File: config.mk
export PLATFORM = sky130hd
export DESIGN_NAME = retire_tracker
export DESIGN_NICKNAME = d
export VERILOG_FILES = /design/src/rtl/retire_tracker_pkg.sv /design/src/rtl/trace_ring.sv /design/src/rtl/retire_tracker.sv
export SDC_FILE = /design/constraint.sdc
export NUM_CORES = 1
export LEC_CHECK = 0
export CORE_MARGIN = 10
export CORE_UTILIZATION = 50
export CTS_BUF_LIST = sky130_fd_sc_hd__clkbuf_8
export DETAILED_ROUTE_END_ITERATION = 10
export PLACE_DENSITY = 0.77
export SYNTH_ARGS = -nofsm -noshare
export SYNTH_HDL_FRONTEND = slang
export SYNTH_HIERARCHICAL = 1
export SYNTH_SLANG_ARGS = --single-unit
File: constraint.sdc
create_clock -name clk -period 3.1 [get_ports clk]
set_input_delay 0.465 -clock clk [delete_from_list [all_inputs] [get_ports clk]]
set_output_delay 0.465 -clock clk [all_outputs]
set_load 0.05 [all_outputs]
File: src/rtl/retire_tracker_pkg.sv
// rtl/retire_tracker_pkg.sv - shared types and helpers for the retire tracker
package retire_tracker_pkg;

    localparam int TRACE_ADDR_WIDTH = 16;

    typedef struct packed {
        logic [TRACE_ADDR_WIDTH-1:0] addr;
    } trace_entry_t;

    // Pointer width for a power-of-two ring; never below one bit.
    function automatic int ptr_w(input int depth);
        return (depth > 1) ? $clog2(depth) : 1;
    endfunction

endpackage

File: src/rtl/trace_ring.sv
// rtl/trace_ring.sv - circular address store with push/pop/clear and occupancy
module trace_ring
    import retire_tracker_pkg::*;
#(
    parameter int ADDR_WIDTH = 16,
    parameter int DEPTH      = 8,
    localparam int PW        = ptr_w(DEPTH),
    localparam int OW        = $clog2(DEPTH) + 1
) (
    input  logic                  clk,
    input  logic                  rst,
    input  logic                  push,
    input  logic                  pop,
    input  logic                  clear,
    input  logic [ADDR_WIDTH-1:0] push_data,
    output logic [ADDR_WIDTH-1:0] head_data,
    output logic [OW-1:0]         occupancy,
    output logic                  full,
    output logic                  empty
);

    localparam logic [PW-1:0] PTR_ONE = PW'(1);
    localparam logic [OW-1:0] OCC_ONE = OW'(1);
    localparam logic [OW-1:0] OCC_MAX = OW'(DEPTH);

    logic [ADDR_WIDTH-1:0] mem [DEPTH];
    logic [PW-1:0]         rd_ptr;
    logic [PW-1:0]         wr_ptr;
    logic [OW-1:0]         occ_next;

    assign head_data = mem[rd_ptr];
    assign full      = (occupancy == OCC_MAX);
    assign empty     = (occupancy == '0);

    // A clear drops everything behind the head; a simultaneous push lands first in the new empty ring.
    always_comb begin
        occ_next = occupancy;
        if (clear) begin
            occ_next = push ? OCC_ONE : '0;
        end else if (push && !pop) begin
            occ_next = occupancy + OCC_ONE;
        end else if (pop && !push) begin
            occ_next = occupancy - OCC_ONE;
        end
    end

    always_ff @(posedge clk) begin
        if (rst) begin
            rd_ptr    <= '0;
            wr_ptr    <= '0;
            occupancy <= '0;
        end else begin
            occupancy <= occ_next;
            if (push) begin
                wr_ptr <= wr_ptr + PTR_ONE;
            end
            if (clear) begin
                rd_ptr <= wr_ptr;
            end else if (pop) begin
                rd_ptr <= rd_ptr + PTR_ONE;
            end
        end
    end

    always_ff @(posedge clk) begin
        if (push) begin
            mem[wr_ptr] <= push_data;
        end
    end

endmodule

File: src/rtl/retire_tracker.sv
// rtl/retire_tracker.sv - in-order fetch/retire tracker with retired PC stream and error flags
module retire_tracker
    import retire_tracker_pkg::*;
#(
    parameter int ADDR_WIDTH        = 16,
    parameter int DEPTH             = 8,
    parameter int CNT_WIDTH         = 32,
    parameter int FLUSH_KEEPS_FETCH = 0
) (
    input  logic                       clk,
    input  logic                       rst,
    input  logic                       fetch_valid,
    input  logic [ADDR_WIDTH-1:0]      fetch_addr,
    input  logic                       retire_valid,
    input  logic                       flush,
    input  logic                       clear_errors,
    output logic                       retire_out_valid,
    output logic [ADDR_WIDTH-1:0]      retire_out_addr,
    output logic [CNT_WIDTH-1:0]       retired_count,
    output logic [$clog2(DEPTH):0]     occupancy,
    output logic                       full,
    output logic                       empty,
    output logic                       err_overflow,
    output logic                       err_underflow
);

    localparam logic [CNT_WIDTH-1:0] CNT_ONE = CNT_WIDTH'(1);

    logic                  flush_evt;
    logic                  do_pop;
    logic                  do_push;
    logic                  do_clear;
    logic                  ovf_evt;
    logic                  unf_evt;
    logic [ADDR_WIDTH-1:0] head_data;

    // Pop is judged against the registered state, so a fetch into an empty ring cannot satisfy a same-cycle retire.
    always_comb begin
        flush_evt = retire_valid & flush;
        do_pop    = retire_valid & ~empty;
        do_clear  = flush_evt;
        do_push   = fetch_valid & (~full | do_pop);
        if (flush_evt && (FLUSH_KEEPS_FETCH == 0)) begin
            do_push = 1'b0;
        end
        ovf_evt   = fetch_valid & full & ~do_pop;
        unf_evt   = retire_valid & empty;
    end

    trace_ring #(
        .ADDR_WIDTH (ADDR_WIDTH),
        .DEPTH      (DEPTH)
    ) u_ring (
        .clk       (clk),
        .rst       (rst),
        .push      (do_push),
        .pop       (do_pop),
        .clear     (do_clear),
        .push_data (fetch_addr),
        .head_data (head_data),
        .occupancy (occupancy),
        .full      (full),
        .empty     (empty)
    );

    always_ff @(posedge clk) begin
        if (rst) begin
            retire_out_valid <= 1'b0;
            retire_out_addr  <= '0;
            retired_count    <= '0;
            err_overflow     <= 1'b0;
            err_underflow    <= 1'b0;
        end else begin
            retire_out_valid <= do_pop;
            if (do_pop) begin
                retire_out_addr <= head_data;
                retired_count   <= retired_count + CNT_ONE;
            end
            err_overflow  <= ovf_evt | (err_overflow  & ~clear_errors);
            err_underflow <= unf_evt | (err_underflow & ~clear_errors);
        end
    end

endmodule

==> results by group <==
Status
  – Outcome: finished, final reports clean

Worst setup path
  – R2R setup slack: 0.36 ns
  – Setup crit end kind: register
  – Worst Reg-to-Reg Cells: 10
  – Startpoint Class: register
  – R2R Path End: u_ring/occupancy[3]
  – Worst Setup Path Type: reg -> reg
  – Critical Path RT: between 3 and 4 ns
  – Worst r2r src: u_ring/occupancy[3]
  – Arr. time, crit path: slightly above 3 ns
  – Crit-path cells: nor4_4 -> nand2b_4 -> buf_4 -> inv_1 -> nand2b_1 -> ha_1 -> a21oi_1 -> and4b_1 -> nor3_1 -> nor4b_1
  – Slowest-stage cell, CP: nor4_4
  – Critical path's largest stage delay: between 0.4 and 0.5 ns
  – Worst-path maximum fanout: 20

Global routing
  – Antenna violations before repair: 1
  – First-pass GRT wire length: 24700 um
  – Vias in the first global route: between 4000 and 5000
  – GRT Total Usage: 0.156
  – Congestion Overflow GR: 0
  – Pin count of the biggest net entering global routing: 33

Synthesis
  – Syn avg cell area: approximately 15 um^2
  – Yosys warning count: 6
  – Sequential area share after synthesis: 0.661
  – #FFs+latches synth: 192
  – Synth Instances: approximately 520
  – Yosys cell types: 42
  – Post-Syn Area: 7750 um^2
  – Syn_nets: 551

Route
  – DR iter-0 viols: 374
  – Metal2 WL: 7640 um
  – Wl on met1: 6730 um
  – DRC: 0
  – Vias per cell: 5.70
  – Max layer used: met4
  – DRT Wirelength: approximately 16000 um
  – Drt pass-1 iters: 4
  – Met3 WL post-DR: 1410 um
  – WL/cell: 19.8 um
  – Vias: 4600
  – DRT antenna net count: 0

Timing
  – Slew @ Worst Pin: roughly 0.94 ns
  – Slew Limit Fails: 0
  – Fin Hold WS: 0.464 ns
  – RSZ-0062 raised after global routing: no
  – Final Hold Fails: 0
  – Max Clock Freq: 365 MHz
  – Tcrit/Tclk final: 0.883
  – Period minus WS final: 2.74 ns
  – Endpoints failing setup: 0
  – Setup tns final: 0 ns
  – Worst slew margin: 0.374
  – Setup Skew: 0.0128 ns

Final layout
  – Fill cells: 1098
  – Final cell count without fillers: 807
  – Area grow syn2layout: 18.8%
  – Layout Nets: 634
  – Share of layout cells above drive strength 1: 0.128
  – Fin util: 0.606

Clock tree
  – TritonCTS Buffers: 17
  – CTS tree: built
  – CTS sink cnt: 192
  – Root Driver: clkbuf_8
  – Reg clk slew, reported paths: 0.10 ns
  – Clock latency on the worst-skew pair: 0.46 ns
  – CTS resizes: 0
  – H-tree depth: 4
  – Clock buffer depth: 2
  – CTS Hold Bufs: 0
  – Number of post-CTS setup repair buffers: 0

Die
  – Std cell rows: between 40 and 50
  – Die width: 145 um
  – Top Ports: between 70 and 80
  – Core Box Area: 15200 um^2
  – Die height: 145 um
  – Initial Utilization: 0.510
  – Die area: approximately 21000 um^2

Power
  – Switching part of the total: 0.314
  – Peak VDD IR: 330 uV
  – Tot Pwr: 6.31 mW
  – Gate power share: 0.271
  – Flop pwr share: 0.483
  – P_leak: 2.96 nW
  – Switch Pwr: 1.98 mW
  – Power density cells: around 700 nW/um^2
  – Clock Power Share: 0.247
  – Internal Power: 4.33 mW

Hold path
  – Hold path startpoint: retire_out_addr[6]
  – Hold path cells: 2
  – WHS Endpoint: retire_out_addr[6]
  – Min-delay worst type: reg -> reg

Job
  – # Max-Cap Violations: 0

Placement
  – Port Buffers: 78
  – Cell count after placement: 775
  – Gpl congestion: 0.757
  – Detail Placement HPWL: 10200 um
==> cells by family (layout without fill, tap and decap cells) <==
kind of cell | count (synthesis) | in the layout | synth area share
XOR/XNOR | 18 | 18 | 0.0203
AND/OR/NAND/NOR | 146 | 146 | 0.0975
adder cells (fa/ha/maj) | 6 | 6 | 0.0107
flip-flops | 192 | 192 | 0.661
AO/OA/AOI/OAI | 64 | 64 | 0.0465
multiplexers | 54 | 54 | 0.138
buffers and inverters | 43 | 138 | 0.0263
other | 0 | 1 | 0
==> worst max-delay path by stage <==
stage                        start                   to  slack, ns  depth (start not counted)
6_report       u_ring/occupancy[3]  u_ring/occupancy[3]       0.36                         10
5_1_grt        u_ring/occupancy[3]  u_ring/occupancy[3]       0.11                         10
4_1_cts        u_ring/occupancy[3]  u_ring/occupancy[3]       0.34                         10
3_5_place_dp          retire_valid  u_ring/occupancy[3]       0.14                          9
3_3_place_gp          retire_valid  u_ring/occupancy[3]       0.27                          9
2_1_floorplan  u_ring/occupancy[3]  u_ring/occupancy[3]      -0.12                         12
==> cell usage in the layout, fill, tap and decap left out, types with 6 or more instances in the layout <==
cell	n
edfxtp_1	128
xnor2_1	12
nor3_1	6
o21ai_0	9
nand2_1	45
mux2_2	18
nand3_1	7
xor2_1	6
clkbuf_8	17
clkinv_4	6
nand4_1	10
buf_4	13
mux4_1	28
or4_1	12
or3_1	8
inv_1	13
clkdlybuf4s50_1	77
o31ai_1	11
dfxtp_1	60
a21oi_1	40
nor2_1	31
==> synthesized netlist by cell type (all sizes together) <==
master | n | area, um^2
a211oi | 1 | 7.51
nand2 | 45 | 169
nand4 | 10 | 62.6
and2 | 2 | 12.5
a2111oi | 1 | 8.76
dfxtp | 64 | 1280
inv | 12 | 45.0
fa | 1 | 20.0
o21ai | 9 | 45.0
a21oi | 40 | 200
or3 | 8 | 50.1
nor4b | 2 | 17.5
nor2b | 2 | 12.5
mux2i | 4 | 40.0
buf | 13 | 90.1
nand2b | 5 | 31.3
a32oi | 1 | 8.76
a22oi | 1 | 7.51
xnor2 | 12 | 105
edfxtp | 128 | 3840
ha | 5 | 62.6
nor3 | 8 | 40.0
or4 | 13 | 101
and3 | 1 | 6.26
and4b | 1 | 10.0
clkbuf | 18 | 68.8
nand4b | 1 | 8.76
nand3 | 8 | 52.6
o31ai | 11 | 82.6
mux2 | 18 | 203
nor4 | 5 | 31.3
xor2 | 6 | 52.6
nor2 | 31 | 116
and4 | 3 | 26.3
nand3b | 1 | 7.51
mux4 | 32 | 826
==> final cells by class <==
class,count,area [um^2],area share
inverter,12,45.0,0.00489
timing repair buffer,95,953,0.103
sequential,192,5130,0.557
tap,188,235,0.0255
multi-input combinational,288,2460,0.267
antenna,1,2.50,0.000272
clock inverter,14,145,0.0158
clock buffer,17,234,0.0254
==> sequential cells by signal, summed over array words and instances, names as in the netlist, named ones only <==
name / flops
u_ring/wr_ptr: 3
u_ring/occupancy: 4
err_underflow: 1
retire_out_addr: 16
u_ring/rd_ptr: 3
err_overflow: 1
retire_out_valid: 1
u_ring/mem: 128
retired_count: 32
==> per-stage QoR <==
step	setup slack, ns	cell area, um^2
after floorplan	-0.121	7800
after global placement	0.269	8830
after detailed placement	0.136	8830
after CTS	0.340	9210
after global routing	0.111	9210
final	0.363	9210
==> power groups by stage <==
stage	registers (mW)	logic (mW)	clock network, mW
after global routing	3.07	1.83	1.70
after CTS	3.05	1.73	1.60
after floorplan	3.42	0.904	0
after global placement	3.10	1.68	0
after detailed placement	3.11	1.72	0
final	3.05	1.71	1.56
==> worst max-delay path: cells and delay by family, from the launching register on <==
family                     cells  cell delay (ns)
and+or+nand+nor                6             1.40
DFF                            1             0.38
AOI/OAI and AO/OA              1             0.19
adders and majority gates      1             0.35
buffers and inverters          2             0.33
==> metal layers <==
| layer | global-route usage | vias up |
|---|---|---|
| met2 | 0.250 | 165 |
| met4 | 0.0585 | 0 |
| met1 | 0.196 | 2238 |
| li1 | - | 2182 |
| met3 | 0.0459 | 15 |
| met5 | 0 | - |
Power figures use the tool's default switching activity.
